[src/rtl/pred_add_pkg.sv]
// Shared types and helpers for the parity-predicted adder sequencer.
package pred_add_pkg;

  typedef enum logic [1:0] {
    IDLE = 2'd0,
    ADD  = 2'd1,
    RESP = 2'd2
  } state_e;

  localparam int unsigned ERR_CNT_W = 8;
  // Widest operand the slice-select helper can address.
  localparam int unsigned SEL_W     = 64;

  // Return the w-bit slice number idx of op, right-aligned and zero-extended.
  function automatic logic [SEL_W-1:0] slice_sel(input logic [SEL_W-1:0] op,
                                                 input int unsigned       idx,
                                                 input int unsigned       w);
    logic [SEL_W-1:0] mask;
    mask = (SEL_W'(1) << w) - SEL_W'(1);
    return (op >> (idx * w)) & mask;
  endfunction

  // Saturating increment for the error counter.
  function automatic logic [ERR_CNT_W-1:0] sat_inc(input logic [ERR_CNT_W-1:0] v);
    return (v == '1) ? v : v + ERR_CNT_W'(1);
  endfunction

endpackage

[src/rtl/pred_add_seq_slice.sv]
// Ripple-carry slice adder with carry-parity prediction check.
module pred_add_slice #(
  parameter int unsigned W = 3
) (
  input  logic [W-1:0] a_i,
  input  logic [W-1:0] b_i,
  input  logic         cin_i,
  output logic [W-1:0] s_o,
  output logic         cout_o,
  output logic         err_o
);

  logic [W:0]   c;
  logic [W-1:0] s;

  // Bitwise ripple: c[0] is the slice carry-in, c[i+1] the carry out of bit i.
  always_comb begin
    c    = '0;
    s    = '0;
    c[0] = cin_i;
    for (int i = 0; i < int'(W); i++) begin
      s[i]   = a_i[i] ^ b_i[i] ^ c[i];
      c[i+1] = (a_i[i] & b_i[i]) | (c[i] & (a_i[i] ^ b_i[i]));
    end
  end

  assign s_o    = s;
  assign cout_o = c[W];
  // Sum parity must equal operand parities xor the parity of the carries into each bit.
  assign err_o  = (^s) ^ (^a_i) ^ (^b_i) ^ (^c[W-1:0]);

endmodule

[src/rtl/pred_add_seq.sv]
// Slice-serial adder sequencer with per-slice parity check and bounded retry.
// Optional error injection (ports inj_mode/inj_slice) is built when PRED_ADD_ERRINJ_EN is defined.
module pred_add_seq
  import pred_add_pkg::*;
#(
  parameter int unsigned SLICE_W    = 3,
  parameter int unsigned NUM_SLICES = 4,
  parameter int unsigned MAX_RETRY  = 2
) (
  input  logic                            clk,
  input  logic                            rst,
  input  logic                            req_valid,
  output logic                            req_ready,
  input  logic [SLICE_W*NUM_SLICES-1:0]   req_a,
  input  logic [SLICE_W*NUM_SLICES-1:0]   req_b,
  input  logic                            req_cin,
`ifdef PRED_ADD_ERRINJ_EN
  input  logic [1:0]                      inj_mode,
  input  logic [$clog2(NUM_SLICES)-1:0]   inj_slice,
`endif
  output logic                            rsp_valid,
  input  logic                            rsp_ready,
  output logic [SLICE_W*NUM_SLICES-1:0]   rsp_sum,
  output logic                            rsp_cout,
  output logic                            rsp_fault,
  output logic                            busy,
  output logic [ERR_CNT_W-1:0]            err_cnt
);

  localparam int unsigned OP_W  = SLICE_W * NUM_SLICES;
  localparam int unsigned IDX_W = (NUM_SLICES > 1) ? $clog2(NUM_SLICES) : 1;
  localparam int unsigned RTY_W = (MAX_RETRY > 0) ? $clog2(MAX_RETRY + 1) : 1;
  localparam logic [IDX_W-1:0] LAST_IDX = IDX_W'(NUM_SLICES - 1);

  state_e               state_q, state_d;
  logic [OP_W-1:0]      a_q, a_d;
  logic [OP_W-1:0]      b_q, b_d;
  logic [OP_W-1:0]      sum_q, sum_d;
  logic                 carry_q, carry_d;
  logic [IDX_W-1:0]     idx_q, idx_d;
  logic [RTY_W-1:0]     retry_q, retry_d;
  logic                 fault_q, fault_d;
  logic [ERR_CNT_W-1:0] err_cnt_q, err_cnt_d;

  logic [SLICE_W-1:0]   a_sl, b_sl, s_raw, s_eff;
  logic                 cout_raw, err_raw, slice_err, retry_left;

  assign a_sl = SLICE_W'(slice_sel(SEL_W'(a_q), 32'(idx_q), SLICE_W));
  assign b_sl = SLICE_W'(slice_sel(SEL_W'(b_q), 32'(idx_q), SLICE_W));

  pred_add_slice #(.W(SLICE_W)) u_slice (
    .a_i    (a_sl),
    .b_i    (b_sl),
    .cin_i  (carry_q),
    .s_o    (s_raw),
    .cout_o (cout_raw),
    .err_o  (err_raw)
  );

`ifdef PRED_ADD_ERRINJ_EN
  logic [1:0]       inj_mode_q, inj_mode_d;
  logic [IDX_W-1:0] inj_slice_q, inj_slice_d;
  logic             flip;

  // Corrupt bit 0 of the targeted slice: first attempt only (mode 1) or every attempt (mode 2).
  always_comb begin
    flip = 1'b0;
    if (idx_q == inj_slice_q) begin
      flip = (inj_mode_q == 2'd2) || ((inj_mode_q == 2'd1) && (retry_q == '0));
    end
  end

  assign s_eff     = s_raw ^ SLICE_W'(flip);
  assign slice_err = err_raw ^ flip;

  // Injection controls captured with the request.
  always_comb begin
    inj_mode_d  = inj_mode_q;
    inj_slice_d = inj_slice_q;
    if ((state_q == IDLE) && req_valid) begin
      inj_mode_d  = inj_mode;
      inj_slice_d = IDX_W'(inj_slice);
    end
  end

  // Injection control registers.
  always_ff @(posedge clk) begin
    if (rst) begin
      inj_mode_q  <= 2'd0;
      inj_slice_q <= '0;
    end else begin
      inj_mode_q  <= inj_mode_d;
      inj_slice_q <= inj_slice_d;
    end
  end
`else
  assign s_eff     = s_raw;
  assign slice_err = err_raw;
`endif

  assign retry_left = (retry_q < RTY_W'(MAX_RETRY));

  // State register.
  always_ff @(posedge clk) begin
    if (rst) state_q <= IDLE;
    else     state_q <= state_d;
  end

  // Next-state: accept, walk slices with retry, hold response until taken.
  always_comb begin
    state_d = state_q;
    case (state_q)
      IDLE: if (req_valid) state_d = ADD;
      ADD: begin
        if (!slice_err && (idx_q == LAST_IDX)) state_d = RESP;
        if (slice_err && !retry_left)          state_d = RESP;
      end
      RESP: if (rsp_ready) state_d = IDLE;
      default: state_d = IDLE;
    endcase
  end

  // Outputs decoded from the state and datapath registers.
  always_comb begin
    req_ready = (state_q == IDLE);
    busy      = (state_q != IDLE);
    rsp_valid = (state_q == RESP);
    rsp_sum   = rsp_valid ? sum_q : '0;
    rsp_cout  = rsp_valid & carry_q & ~fault_q;
    rsp_fault = rsp_valid & fault_q;
    err_cnt   = err_cnt_q;
  end

  // Datapath next values: operand capture, slice commit, retry and fault bookkeeping.
  always_comb begin
    a_d       = a_q;
    b_d       = b_q;
    sum_d     = sum_q;
    carry_d   = carry_q;
    idx_d     = idx_q;
    retry_d   = retry_q;
    fault_d   = fault_q;
    err_cnt_d = err_cnt_q;
    case (state_q)
      IDLE: begin
        if (req_valid) begin
          a_d     = req_a;
          b_d     = req_b;
          carry_d = req_cin;
          idx_d   = '0;
          retry_d = '0;
          sum_d   = '0;
          fault_d = 1'b0;
        end
      end
      ADD: begin
        if (!slice_err) begin
          sum_d[32'(idx_q)*SLICE_W +: SLICE_W] = s_eff;
          carry_d = cout_raw;
          retry_d = '0;
          if (idx_q != LAST_IDX) idx_d = idx_q + IDX_W'(1);
        end else begin
          err_cnt_d = sat_inc(err_cnt_q);
          if (retry_left) retry_d = retry_q + RTY_W'(1);
          else            fault_d = 1'b1;
        end
      end
      default: begin
      end
    endcase
  end

  // Datapath registers.
  always_ff @(posedge clk) begin
    if (rst) begin
      a_q       <= '0;
      b_q       <= '0;
      sum_q     <= '0;
      carry_q   <= 1'b0;
      idx_q     <= '0;
      retry_q   <= '0;
      fault_q   <= 1'b0;
      err_cnt_q <= '0;
    end else begin
      a_q       <= a_d;
      b_q       <= b_d;
      sum_q     <= sum_d;
      carry_q   <= carry_d;
      idx_q     <= idx_d;
      retry_q   <= retry_d;
      fault_q   <= fault_d;
      err_cnt_q <= err_cnt_d;
    end
  end

endmodule

[config.mk]
export PLATFORM = sky130hd
export DESIGN_NAME = pred_add_seq
export DESIGN_NICKNAME = d
export VERILOG_FILES = /design/src/rtl/pred_add_pkg.sv /design/src/rtl/pred_add_seq_slice.sv /design/src/rtl/pred_add_seq.sv
export SDC_FILE = /design/constraint.sdc
export NUM_CORES = 1
export LEC_CHECK = 0
export CORE_ASPECT_RATIO = 0.6
export CORE_MARGIN = 8
export CORE_UTILIZATION = 25
export CTS_CLUSTER_DIAMETER = 40
export DETAILED_ROUTE_END_ITERATION = 10
export HOLD_SLACK_MARGIN = 0.06
export PLACE_DENSITY = 0.41
export SLEW_MARGIN = 20
export SYNTH_ARGS = -nofsm -noshare
export SYNTH_HDL_FRONTEND = slang
export SYNTH_SLANG_ARGS = --single-unit
[constraint.sdc]
create_clock -name clk -period 8 [get_ports clk]
set_input_delay 2 -clock clk [delete_from_list [all_inputs] [get_ports clk]]
set_output_delay 2 -clock clk [all_outputs]
set_load 0.005 [all_outputs]
==> results of run 1 <==
## state kept, by name (all words and copies together), names as in the netlist
signal,cells
a_q,12
b_q,12
sum_q,12
err_cnt,8
idx_q,2
retry_q,2
state_q,2
carry_q,1
fault_q,1
## final cells by class
type | count | area share (%)
Clock buffer | 6 | 3.77
Clock inverter | 2 | 1.02
Inverter | 3 | 0.329
Multi-Input combinational cell | 237 | 44.0
Sequential cell | 52 | 30.4
Tap cell | 139 | 5.09
Timing Repair Buffer | 53 | 15.4
## cell families after synthesis
group / after synthesis
simple gates: 148
flops: 52
compound gates: 49
buf+inv: 26
mux: 21
xor+xnor: 11
fa+ha+maj: 8
## worst paths after layout
| kind | start | to | slack, ps | cells after the start |
|---|---|---|---|---|
| worst max-delay path | idx_q[0] | sum_q[5] | 2930 | 10 |
| worst min-delay path | b_q[2] | b_q[2] | 450 | 2 |
| worst max register to register | idx_q[0] | sum_q[5] | 2930 | 10 |
| worst min register to register | b_q[2] | b_q[2] | 450 | 2 |
## report_power, final
group / total [mW] / internal, mW / leakage (nW) / switching, mW
clock: 0.245 / 0.147 / 0.0808 / 0.0976
sequential: 0.311 / 0.286 / 0.423 / 0.0248
combinational: 0.474 / 0.170 / 0.675 / 0.304
## tightest hold or removal path, stage by stage (launching register included)
cell	delay, ps
dfxtp_1	310
nand2_1	50
a21oi_1	50
## layer usage
| layer | vias up | global-route usage, % | part of all wire, % |
|---|---|---|---|
| met4 | 0 | 2.26 | 0.57 |
| met1 | 1039 | 13.2 | 53 |
| met5 | - | 0 | 0 |
| met3 | 5 | 3.94 | 6.2 |
| met2 | 49 | 15.6 | 40 |
| li1 | 1148 | - | - |
## through the flow
stage	hold WS, ps	instances
after detailed placement	444	484
after global placement	443	484
final	453	492
after global routing	471	492
after CTS	456	492
after floorplan	430	315
## placed cells by master, fill, tap and decap left out, types with 2 or more instances in the layout
cell type / count
nor2_1: 13
and3_1: 5
or4_1: 3
nand2_1: 83
and2_1: 14
xnor2_1: 9
or3_1: 3
a21oi_1: 31
nand2b_1: 3
o31ai_1: 5
a311oi_1: 2
mux4_2: 4
nor4_1: 5
clkdlybuf4s50_1: 52
dfxtp_1: 52
nand3_1: 8
a211oi_1: 2
a31oi_1: 2
o21ai_0: 4
mux4_1: 2
inv_1: 3
nor2b_1: 6
fa_1: 3
ha_1: 5
mux2i_1: 14
clkbuf_16: 5
==> metrics.csv, run 1 <==
metric,value,unit
outcome,finished clean,
main combinational cell family by area after synthesis,simple AND/OR/NAND/NOR gates,
xor and xnor area share after synthesis,4.15,%
Initial DRC Count,109,
CP Data Required Time,8220,ps
minimum clock period,5070,ps
Pwr per Cell Area,301,nW/µm²
"Critical Path, Cell by Cell",mux4_1 -> fa_1 -> fa_1 -> fa_1 -> xnor2_1 -> xnor3_1 -> xnor2_1 -> xor2_2 -> and3_1 -> mux2i_1,
clock latency on the worst-skew pair,290,ps
Util after Layout,32.7,%
largest fanout on the critical path,22,
hold buffers post-CTS,0,
IO Pins,54,
Layout Skew,8.15,ps
Crit Path Category,reg -> reg,
Total Power,1.03,mW
first-pass GRT wire length,11500,µm
mean post-synth cell area,8.42,µm²
Nets,389,
Post-Place Setup Slack,2920,ps
library cells used by synthesis,38,
Post-synth top cells,"nand2_1, dfxtp_1, a21oi_1",
design area,3420,µm²
Post-synth EDFFs,0,
Worst Hold Class,reg -> reg,
Ys Warns,0,
post-synthesis mux area share,11.1,%
share of the synthesized area in the top cell type,39.3,%
DRT antenna net count,0,
peak supply drop,282,µV
largest net degree at the start of global routing,53,
deepest clock path buffer count,2,
Detailed Routing Iterations Pass 1,5,
placer congestion estimate,0.715,
core area,10500,µm²
Row Count,29,
GRT overflow,0,
Worst Path Arrival,5290,ps
fraction of layout cells with a size suffix above 1,4.25,%
via count,2241,
Post-synth ARST share,0,%
Post-Synth Adder-Cell Area,4.62,%
I/O Buffers,53,
maxcap violations,0,
dpl cell area,3250,µm²
"Setup Fix Bufs, Post-CTS",0,
vias in the first global route,2266,
"Max stage delay cell, worst path",dfxtp_1,
Layout area overhead,29.0,%
synth top area cells,"dfxtp_1, nand2_1, a21oi_1, mux2i_1, mux4_2",
Post-Synth Simple-Gate Area,25.8,%
Die Span X,149,µm
CTS root buf,clkbuf_16,
Reg area,1040,µm²
Starting Density,25.4,%
slew margin rel.,30.5,%
routed wire length,6980,µm
Netlist Area Pre-Place,2650,µm²
H-tree levels,2,
cell taking the most area after synthesis,dfxtp_1,
# setup viols final,0,
TritonCTS clock tree,done,
Fmax,197,MHz
drt wl/cell,14.2,µm
final hold vios,0,
Compound-Gate Fraction of Synth Area,10.7,%
LEAKAGE,1.18,nW
syn nets,352,
Syn Inst Count,315,
RSZ-0062 raised after global routing,no,
die boundary height,95.8,µm
Worst Setup Start Kind,flip-flop,
"CP delay by family, top",XOR/XNOR gates,
Final Cycle Share,63.4,%
post-DP HPWL,5040,µm
CP max stage delay,770,ps
multi-input logic area,1500,µm²
most frequent cell after synthesis,nand2_1,
die area,14300,µm²
DR vias/cell,4.55,
Main synth FF type,dfxtp_1,
Num CTS Buffers,5,
Setup TNS Final,0,ps
synthesis-stage register bit count,52,
worst setup margin,2930,ps
CTS sink cnt,52,
total track usage,10.1,%
critical path endpoint category,flip-flop,
DRC viols,0,
"Seq/Total Area, Yosys",39.3,%
# diodes,0,
post-cts sizing count,0,
initial antenna violation count,0,
Max Slew Vio Count,0,
"most used cell, CP",fa_1,
Worst-path clk slew,70,ps
Slew @ Worst Pin,1040,ps
CP bufs+invs,0,
Filler Cell Count,1098,
(Power assumes the default switching activity.)
==> inputs of run 2 (changes only) <==
==> constraint.sdc (replaced) <==
create_clock -name clk -period 5.2 [get_ports clk]
set_input_delay 1.3 -clock clk [delete_from_list [all_inputs] [get_ports clk]]
set_output_delay 1.3 -clock clk [all_outputs]
set_load 0.005 [all_outputs]
==> metrics.csv, run 2 (same netlist as run 1, synthesis figures left out) <==
metric,value,unit,change
post-DP HPWL,5060,µm,+0.43%
Max Slew Vio Count,0,,unchanged
CTS root buf,clkbuf_16,,
Filler Cell Count,1134,,+3.3%
die area,14300,µm²,unchanged
R2R setup slack,810,ps,-2120 ps
largest net degree at the start of global routing,43,,-19%
die boundary height,95.8,µm,unchanged
Nets,393,,+1.0%
Pwr per Cell Area,461,nW/µm²,+53%
DRC viols,0,,unchanged
critical path endpoint category,flip-flop,,
Post-Place Setup Slack,809,ps,-2120 ps
Worst Hold Class,reg -> reg,,
DRT antenna net count,0,,unchanged
"Setup Fix Bufs, Post-CTS",0,,unchanged
RSZ-0062 raised after global routing,no,,
H-tree levels,2,,unchanged
Starting Density,25.4,%,unchanged
post-cts sizing count,0,,unchanged
worst-case reg-to-reg path depth,11,,+1
outcome,finished clean,,
# diodes,0,,unchanged
first-pass GRT wire length,11300,µm,-2.2%
"commonest non-fill, non-tap cell in the layout",nand2_1,,
most frequent cells in the layout,"nand2_1, dfxtp_1, clkdlybuf4s50_1, a21oi_1",,
design area,3430,µm²,+0.44%
Util after Layout,32.9,%,+0.14 points
slew margin rel.,44.4,%,+14 points
# setup viols final,0,,unchanged
Row Count,29,,unchanged
Detailed Routing Iterations Pass 1,4,,-1
Setup TNS Final,0,ps,unchanged
sequential share of power,30.0,%,-0.2 points
RR Startpoint,idx_q[0],,
Non-Filler Instances,496,,+0.81%
combinational power share,48.2,%,+2.2 points
IO Pins,54,,unchanged
via count,2226,,-0.67%
deepest clock path buffer count,2,,unchanged
worst setup margin,807,ps,-2120 ps
Slew @ Worst Pin,832,ps,-208 ps
GRT overflow,0,,unchanged
largest fanout on the critical path,22,,unchanged
Top Registers,"a_q: 12 flops, b_q: 12 flops, sum_q: 12 flops",,
Worst Setup Start Kind,flip-flop,,
LEAKAGE,1.19,nW,+0.58%
Hold Path Stages,2,,unchanged
Reg area,1040,µm²,unchanged
I/O Buffers,53,,unchanged
CTS sink cnt,52,,unchanged
placed cells,488,,+0.83%
Internal,923,µW,+53%
CP Data Required Time,5430,ps,-2790 ps
critical register-to-register path endpoint,err_cnt[5],,
Layout Skew,7.91,ps,-0.242 ps
minimum clock period,4390,ps,-681 ps
final hold vios,0,,unchanged
drt wl/cell,14.1,µm,-0.68%
initial antenna violation count,0,,unchanged
Final Cycle Share,84.5,%,+21 points
multi-input logic area,1500,µm²,-0.33%
Sw Ratio,41.8,%,+0.39 points
routed wire length,6990,µm,+0.13%
hold path endpoint,sum_q[8],,
Num CTS Buffers,5,,unchanged
TritonCTS clock tree,done,,
Worst-path clk slew,70,ps,about the same
Fmax,228,MHz,+16%
Initial DRC Count,89,,-18%
vias in the first global route,2192,,-3.3%
core area,10500,µm²,unchanged
Total Power,1.59,mW,+54%
Psw,663,µW,+55%
DR vias/cell,4.49,,-1.5%
placer congestion estimate,0.711,,-0.52%
clock share of power,21.9,%,-1.9 points
maxcap violations,0,,unchanged
fraction of layout cells with a size suffix above 1,5.60,%,+1.4 points
Hold Slack,453,ps,-0.208 ps
hold buffers post-CTS,0,,unchanged
clock latency on the worst-skew pair,300,ps,about the same
Crit Path Category,reg -> reg,,
total track usage,10.0,%,-0.13 points
dpl cell area,3280,µm²,+0.69%
Layout area overhead,29.5,%,
Worst Path Arrival,4620,ps,-670 ps
Die Span X,149,µm,unchanged
peak supply drop,389,µV,+38%
Hold Crit Start,sum_q[8],,
==> run 2: area by class of cell <==
cell class	count	share of cell area [%]
clock buffer	6	4.04
sequential	52	30.3
tap	139	5.06
clock inverter	2	0.437
timing repair buffer	57	16.2
multi-input combinational	237	43.6
inverter	3	0.328
==> run 2: worst max-delay path, stage by stage, from the launching register on <==
cell     delay (ps)
dfxtp_1         560
mux4_1          660
fa_1            450
fa_1            440
fa_1            560
xnor2_1         140
xnor3_1         250
xnor2_1         280
xor2_1          100
buf_4           220
or4_1           520
a21oi_1         150
==> run 2: metal layers <==
layer	up-vias	GRT usage [%]	part of all wire, %	routed length (µm)
met3	7	3.33	5.0	348
li1	1152	-	-	-
met5	-	0	0	0
met1	1024	14.3	55	3820
met2	43	14.1	39	2760
met4	0	2.51	0.82	57
==> run 2: power groups by stage <==
stage	Combinational, mW	Sequential [mW]	Clock (mW)
5_1_grt	0.837	0.483	0.382
2_1_floorplan	0.633	0.471	0
3_3_place_gp	0.769	0.485	0
6_report	0.764	0.475	0.346
3_5_place_dp	0.767	0.485	0
4_1_cts	0.770	0.476	0.361
==> run 2: worst max-delay path by stage <==
stage,slack (ps),to,start
6_report,810,err_cnt[5],idx_q[0]
5_1_grt,580,err_cnt[5],idx_q[0]
4_1_cts,770,err_cnt[5],idx_q[0]
3_5_place_dp,810,err_cnt[4],idx_q[0]
3_3_place_gp,890,err_cnt[4],idx_q[0]
2_1_floorplan,1090,err_cnt[4],idx_q[0]
